## src/rtl/steer_split.sv

```systemverilog
// ============================================================================
// steer_split : routes each merged data token to left_out or right_out using
// a decision token queued in a small control FIFO; per-branch output regs.
// Optional macro STEER_SPLIT_COUNT_EN adds per-branch fire counters.
// Revision: 1.0
// ============================================================================
`default_nettype none

module steer_split #(
  parameter int W      = 8,
  parameter int CDEPTH = 4
) (
  input  logic         clk,
  input  logic         rst_n,
  input  logic [W:0]   in_data,
  output logic         in_back_stop,
  input  logic [1:0]   sel,
  output logic         sel_back_stop,
  output logic [W:0]   left_out,
  input  logic         left_stop,
  output logic [W:0]   right_out,
  input  logic         right_stop
`ifdef STEER_SPLIT_COUNT_EN
  ,
  output logic [15:0]  left_cnt,
  output logic [15:0]  right_cnt
`endif
);

  localparam int c_AW = (CDEPTH > 1) ? $clog2(CDEPTH) : 1;
  localparam int c_CW = $clog2(CDEPTH + 1);
  localparam logic [c_CW-1:0] c_FULL = c_CW'(CDEPTH);

  logic              r_mem [CDEPTH];
  logic [c_AW-1:0]   r_wr_ptr;
  logic [c_AW-1:0]   r_rd_ptr;
  logic [c_CW-1:0]   r_count;
  logic              r_sel_bs;
  logic [W:0]        r_left;
  logic [W:0]        r_right;

  logic              w_push;
  logic              w_head;
  logic              w_tgt_free;
  logic              w_ibs;
  logic              w_fire;
  logic [c_CW-1:0]   w_count_nxt;

  assign w_push     = sel[1] && !r_sel_bs;
  assign w_head     = r_mem[r_rd_ptr];
  // A target register is free if empty or draining in this very cycle.
  assign w_tgt_free = w_head ? (!r_right[W] || !right_stop)
                             : (!r_left[W]  || !left_stop);
  assign w_ibs      = (r_count == '0) || !w_tgt_free;
  assign w_fire     = in_data[W] && !w_ibs;

  always_comb begin
    w_count_nxt = r_count;
    if (w_push && !w_fire)      w_count_nxt = r_count + c_CW'(1);
    else if (!w_push && w_fire) w_count_nxt = r_count - c_CW'(1);
  end

  always_ff @(posedge clk) begin
    if (w_push) r_mem[r_wr_ptr] <= sel[0];
  end

  always_ff @(posedge clk or negedge rst_n) begin
    if (!rst_n) begin
      r_wr_ptr <= '0;
      r_rd_ptr <= '0;
      r_count  <= '0;
      r_sel_bs <= 1'b0;
    end else begin
      if (w_push) r_wr_ptr <= r_wr_ptr + c_AW'(1);
      if (w_fire) r_rd_ptr <= r_rd_ptr + c_AW'(1);
      r_count  <= w_count_nxt;
      r_sel_bs <= (w_count_nxt == c_FULL);
    end
  end

  always_ff @(posedge clk or negedge rst_n) begin
    if (!rst_n) begin
      r_left  <= '0;
      r_right <= '0;
    end else begin
      if (w_fire && !w_head)       r_left    <= {1'b1, in_data[W-1:0]};
      else if (r_left[W] && !left_stop)   r_left[W] <= 1'b0;

      if (w_fire && w_head)        r_right   <= {1'b1, in_data[W-1:0]};
      else if (r_right[W] && !right_stop) r_right[W] <= 1'b0;
    end
  end

`ifdef STEER_SPLIT_COUNT_EN
  logic [15:0] r_left_cnt;
  logic [15:0] r_right_cnt;

  always_ff @(posedge clk or negedge rst_n) begin
    if (!rst_n) begin
      r_left_cnt  <= '0;
      r_right_cnt <= '0;
    end else begin
      if (w_fire && !w_head) r_left_cnt  <= r_left_cnt + 16'd1;
      if (w_fire && w_head)  r_right_cnt <= r_right_cnt + 16'd1;
    end
  end

  assign left_cnt  = r_left_cnt;
  assign right_cnt = r_right_cnt;
`endif

  assign in_back_stop  = w_ibs;
  assign sel_back_stop = r_sel_bs;
  assign left_out      = r_left;
  assign right_out     = r_right;

endmodule

`default_nettype wire

```

## config.mk

```make
export PLATFORM = sky130hd
export DESIGN_NAME = steer_split
export DESIGN_NICKNAME = d
export VERILOG_FILES = /design/src/rtl/steer_split.sv
export SDC_FILE = /design/constraint.sdc
export NUM_CORES = 1
export LEC_CHECK = 0
export ABC_CLOCK_PERIOD_IN_PS = 3850
export BUFFER_PORTS_ARGS = -buffer_cell sky130_fd_sc_hd__clkbuf_2
export CAP_MARGIN = 20
export CORE_MARGIN = 2
export CORE_UTILIZATION = 45
export CTS_CLUSTER_SIZE = 16
export DETAILED_ROUTE_END_ITERATION = 8
export GPL_ROUTABILITY_DRIVEN = 1
export PLACE_DENSITY = 0.7
export SLEW_MARGIN = 20
export SYNTH_ARGS = -nofsm -noshare
export SYNTH_HDL_FRONTEND = slang
export SYNTH_SLANG_ARGS = --single-unit
```

## constraint.sdc

```tcl
create_clock -name clk -period 3.85 [get_ports clk]
set_clock_uncertainty 0.2 [all_clocks]
set_input_delay 1.155 -clock clk [delete_from_list [all_inputs] [get_ports clk]]
set_output_delay 1.155 -clock clk [all_outputs]
set_load 0.02 [all_outputs]
```

== Word-level counts from Yosys, hierarchy flattened ==
Memories as Yosys holds them, arrays and structs flattened.
Cells that the tools add are included.
Storage, ports and cells
  output and inout port bits: 20
  bits in registers: 26
  memories kept: 1
  logic and storage cells: 47
  bits in writable memories: 4
Operators by class
  equal/unequal tests: 1
  mux-type cells: 9
  $add $sub $neg: 4
  reductions and logical operators: 24
Memory list
  r_mem: words 4, bits a word 1, read ports 1, clocked after memory_dff 0, wr ports 1, RTL line 34  | logic r_mem [CDEPTH];
Operator list (number)
  logical NOT 1 bit: 10
  logical AND 1 bit: 8
  two-way mux 1 bit: 7
  two-way mux 3 bit: 2
  adder 2 x 1 -> 2 bit (second input constant): 2
  nonzero test 2 bit: 2
  adder 3 x 1 -> 3 bit (second input constant): 1
  equality test 3 bit (second input constant): 1
  logical NOT 3 bit: 1
  logical OR 1 bit: 3
  subtractor 3 x 1 -> 3 bit (second input constant): 1

== Depth between registers and ports, before layout ==
  depth in word-level cells: 11
  depth in mapped cells: 7
  depth with buffers taken out: 7

== Least setup slack after synthesis ==
Ideal clock, no wire load.
  path type: input-to-output
  start: in left_stop
  end: out in_back_stop
  stages: 3
  data arrival time: 1682 ps
  slack: 813 ps
  required time: 2495 ps
  cell sequence: nand2_1 > mux2_4 > nand2_1
Between the ends
  word-level cells in the longest chain between the ends: 5
RTL lines
  from (decl): RTL line 20  | input logic left_stop,
  logical NOT 1 bit: RTL line 53  | : (!r_left[W] || !left_stop);
  logical OR 1 bit: RTL line 53
  two-way mux 1 bit: RTL line 52  | assign w_tgt_free = w_head ? (!r_right[W] || !right_stop)
  logical NOT 1 bit: RTL line 54  | assign w_ibs = (r_count == '0) || !w_tgt_free;
  logical OR 1 bit: RTL line 54
  to (decl): RTL line 16  | output logic in_back_stop,
No other way between the ends.

== Worst setup path after layout ==
  start: reg r_rd_ptr[0]
  end: out in_back_stop
Between the ends
  word-level cells in the longest chain between the ends: 4
RTL lines
  from (decl): RTL line 36  | logic [c_AW-1:0] r_rd_ptr;
  from (signal assigned): RTL line 75  | if (w_fire) r_rd_ptr <= r_rd_ptr + c_AW'(1);
  memory read (4 x 1 bit)
  two-way mux 1 bit: RTL line 52
  logical NOT 1 bit: RTL line 54
  logical OR 1 bit: RTL line 54
No other way between the ends.

==> summary.txt <==
STA
  – Fin worst setup slack: about 590 ps
  – Worst slew pin tran: between 600 and 700 ps
  – Max Slew Vio Count: 0
  – Final TNS setup: 0 ps
  – Fmax achieved: 307 MHz
  – Unrepaired setup endpoints after global routing: no
  – Fin crit share: a little over four fifths
  – Min cycle time layout: 3260 ps
  – Relative slew slack: 58.1%
  – Final setup violation count: 0
  – Final Hold Viols: 0

Synthesis
  – Most frequent cells after synthesis: dfrtp_1, mux2_4, nand2_1
  – #FFs+latches synth: 30
  – Synth Instances: 101
  – Cell taking the most area after synthesis: dfrtp_1
  – Library cells used by synthesis: 28
  – Share of the synthesized area in the top cell type: roughly 47%
  – Top-count cell post-synth: dfrtp_1
  – Synthesis warning total: 0
  – EDFF count, synth: 4
  – Mapped Area: 1380 sq um
  – Largest cells by area after synthesis: dfrtp_1, mux2_4, edfxtp_1
  – FFs w/ async S/R, synth: 86.7%
  – Top_reg_cell synth: dfrtp_1
  – Post-synthesis net count: 123
  – Sequential share of the synthesized area: 55.7%
  – Syn Area/Cell: 13.7 sq um

Floorplan
  – Die width: slightly below 60 um
  – Core ar.: 2980 sq um
  – Initial Util: 46.4%
  – Die height: 59.4 um
  – Die area: 3530 sq um
  – # rows: 20
  – I/O Pins: 35

Global routing
  – Largest net degree at the start of global routing: 27
  – Overflow after GRT: 0
  – Antenna violations before repair: 0
  – GRT Total Usage: 14.3%
  – Vias in the first global route: 811
  – First-pass GRT wire length: 3.64 mm

Layout
  – Layout area overhead: 19.9%
  – Multi-input gate area: 578 sq um
  – Util after Layout: 55.7%
  – Finished Cell Area: ~1700 sq um
  – Share of cells above drive strength 1: 44.7%
  – Ant diodes: 0
  – Nets: 162
  – Filler cell count: 256
  – Final Instance Count excl. Fillers: 174
  – Reg area: 771 sq um

Clock network
  – CTS tree: done
  – Clock Pin Slew Worst Setup and Hold Paths: 90 ps
  – # resized after CTS: 0
  – Clk root buf: clkbuf_4
  – Clock Latency Late Sink: 320 ps
  – Hold Buf Count CTS: 0
  – H-tree levels: 2
  – CTS buffer count: 5
  – CTS Sinks: 30
  – Postcts setup bufs: 0
  – Maximum root-to-sink buffer count: 2

Drt
  – WL/cell: around 13 um
  – Final wirelength: 2.22 mm
  – DR DRC count: 0
  – Routed vias: 891
  – DRT antenna net count: 0
  – Pre-antenna DRT Iters: 4
  – Starting DRT DRC Count: 46
  – Vias/cell: 5.12

Critical path
  – Crit path buf inv count: 1
  – Crit Path Max Fanout: 6
  – Required time of the critical path: 2490 ps
  – Worst Setup End Kind: output port
  – Slowest cell on the critical path: mux4_2
  – Top Family by Delay on Critical Path: multiplexers
  – Crit Path Category: register to output port
  – Worst setup SP type: register
  – Worst-path cell chain: mux4_2 > mux2_4 > nand2_1 > clkbuf_2
  – Worst EP arrival: 1910 ps
  – Max stage delay on crit path: 610 ps

Pwr
  – Worst VDD drop: ~0.43 mV
  – Leak: approximately 0.80 nW
  – Pwr/cell area: 902 nW/um^2

Flow run
  – Number of max-cap violations: 0

Placement
  – IO Port Bufs: 34
  – Dpl cell area: 1580 sq um
  – Final Wtd Congestion: 0.672
  – Cell Count Post-Placement: 166
  – HPWL after DPL: 1.66 mm
  – Pre-CTS WS: about 660 ps

Hold path
  – Hold WC Path Type: register to register

Run status
  – Run status: finished clean
==> layout make-up <==
| class | instances | area share [%] |
|---|---|---|
| inverter | 4 | 0.906 |
| clock buffer | 7 | 2.72 |
| sequential | 30 | 46.5 |
| multi-input combinational | 64 | 34.9 |
| clock inverter | 1 | 1.81 |
| tap | 33 | 2.49 |
| timing repair buffer | 35 | 10.7 |
==> path summary, 6_finish.rpt <==
check | from | to | slack (ps) | cells after the start
worst max-delay path | r_rd_ptr[0] | in_back_stop | 590 | 4
worst min-delay path | r_rd_ptr[1] | r_rd_ptr[1] | 300 | 1
worst max register to register | r_rd_ptr[0] | left_out[2] | 1380 | 5
worst min register to register | r_rd_ptr[1] | r_rd_ptr[1] | 300 | 1
max in group asynchronous | rst_n | r_wr_ptr[1] | 2400 | 1
min in group asynchronous | rst_n | right_out[5] | 630 | 1
==> kinds of logic (layout without fill, tap and decap cells) <==
| group | count (synthesis) | count (layout) | share of synthesized area (%) |
|---|---|---|---|
| flip-flops | 30 | 30 | 55.7 |
| AND/OR/NAND/NOR | 27 | 27 | 10.5 |
| multiplexers | 19 | 19 | 18.9 |
| adder cells (fa/ha/maj) | 7 | 7 | 6.33 |
| buffers and inverters | 7 | 47 | 2.44 |
| AO/OA/AOI/OAI | 6 | 6 | 2.90 |
| XOR/XNOR | 5 | 5 | 3.17 |
==> cell usage in the layout (no fill, tap or decap), drive strengths merged <==
cell     instances
ha               7
mux2i            1
nand3            1
o21ai            3
and2             5
o2bb2ai          1
nand4            2
and3             1
o211ai           1
nor2             4
dfrtp           26
edfxtp           4
a311oi           1
nand2b           1
buf              1
bufinv           1
nor2b            1
nor4b            1
or4              1
mux4             1
nor4             1
nand2            9
mux2            17
clkbuf          41
inv              4
xnor2            5
==> flip-flops by register name (all words and copies together) (netlist names) <==
signal         cells
r_count            3
r_rd_ptr           2
sel_back_stop      1
left_out           9
right_out          9
r_mem              4
r_wr_ptr           2
==> where the power goes <==
group / leakage [nW] / internal [mW] / switching [mW]
sequential: 0.346 / 0.470 / 0.0871
combinational: 0.412 / 0.324 / 0.378
clock: 0.0395 / 0.138 / 0.0984
==> per-stage QoR <==
stage	hold WS (ps)	power [mW]
floorplan	253	1.08
global placement	274	1.25
detailed placement	291	1.27
CTS	309	1.51
global route	332	1.61
finish	300	1.50
==> routing by layer <==
layer / routed length [um] / vias to the layer above / part of all wire [%] / track usage (%)
met5: 0 / - / 0 / 0
met4: 17 / 0 / 0.77 / 3.90
met3: 159 / 2 / 7.2 / 7.21
met2: 1010 / 29 / 45 / 21.7
met1: 1030 / 433 / 46 / 18.2
li1: - / 427 / - / -
No activity file was read; power rests on OpenSTA's default activity.
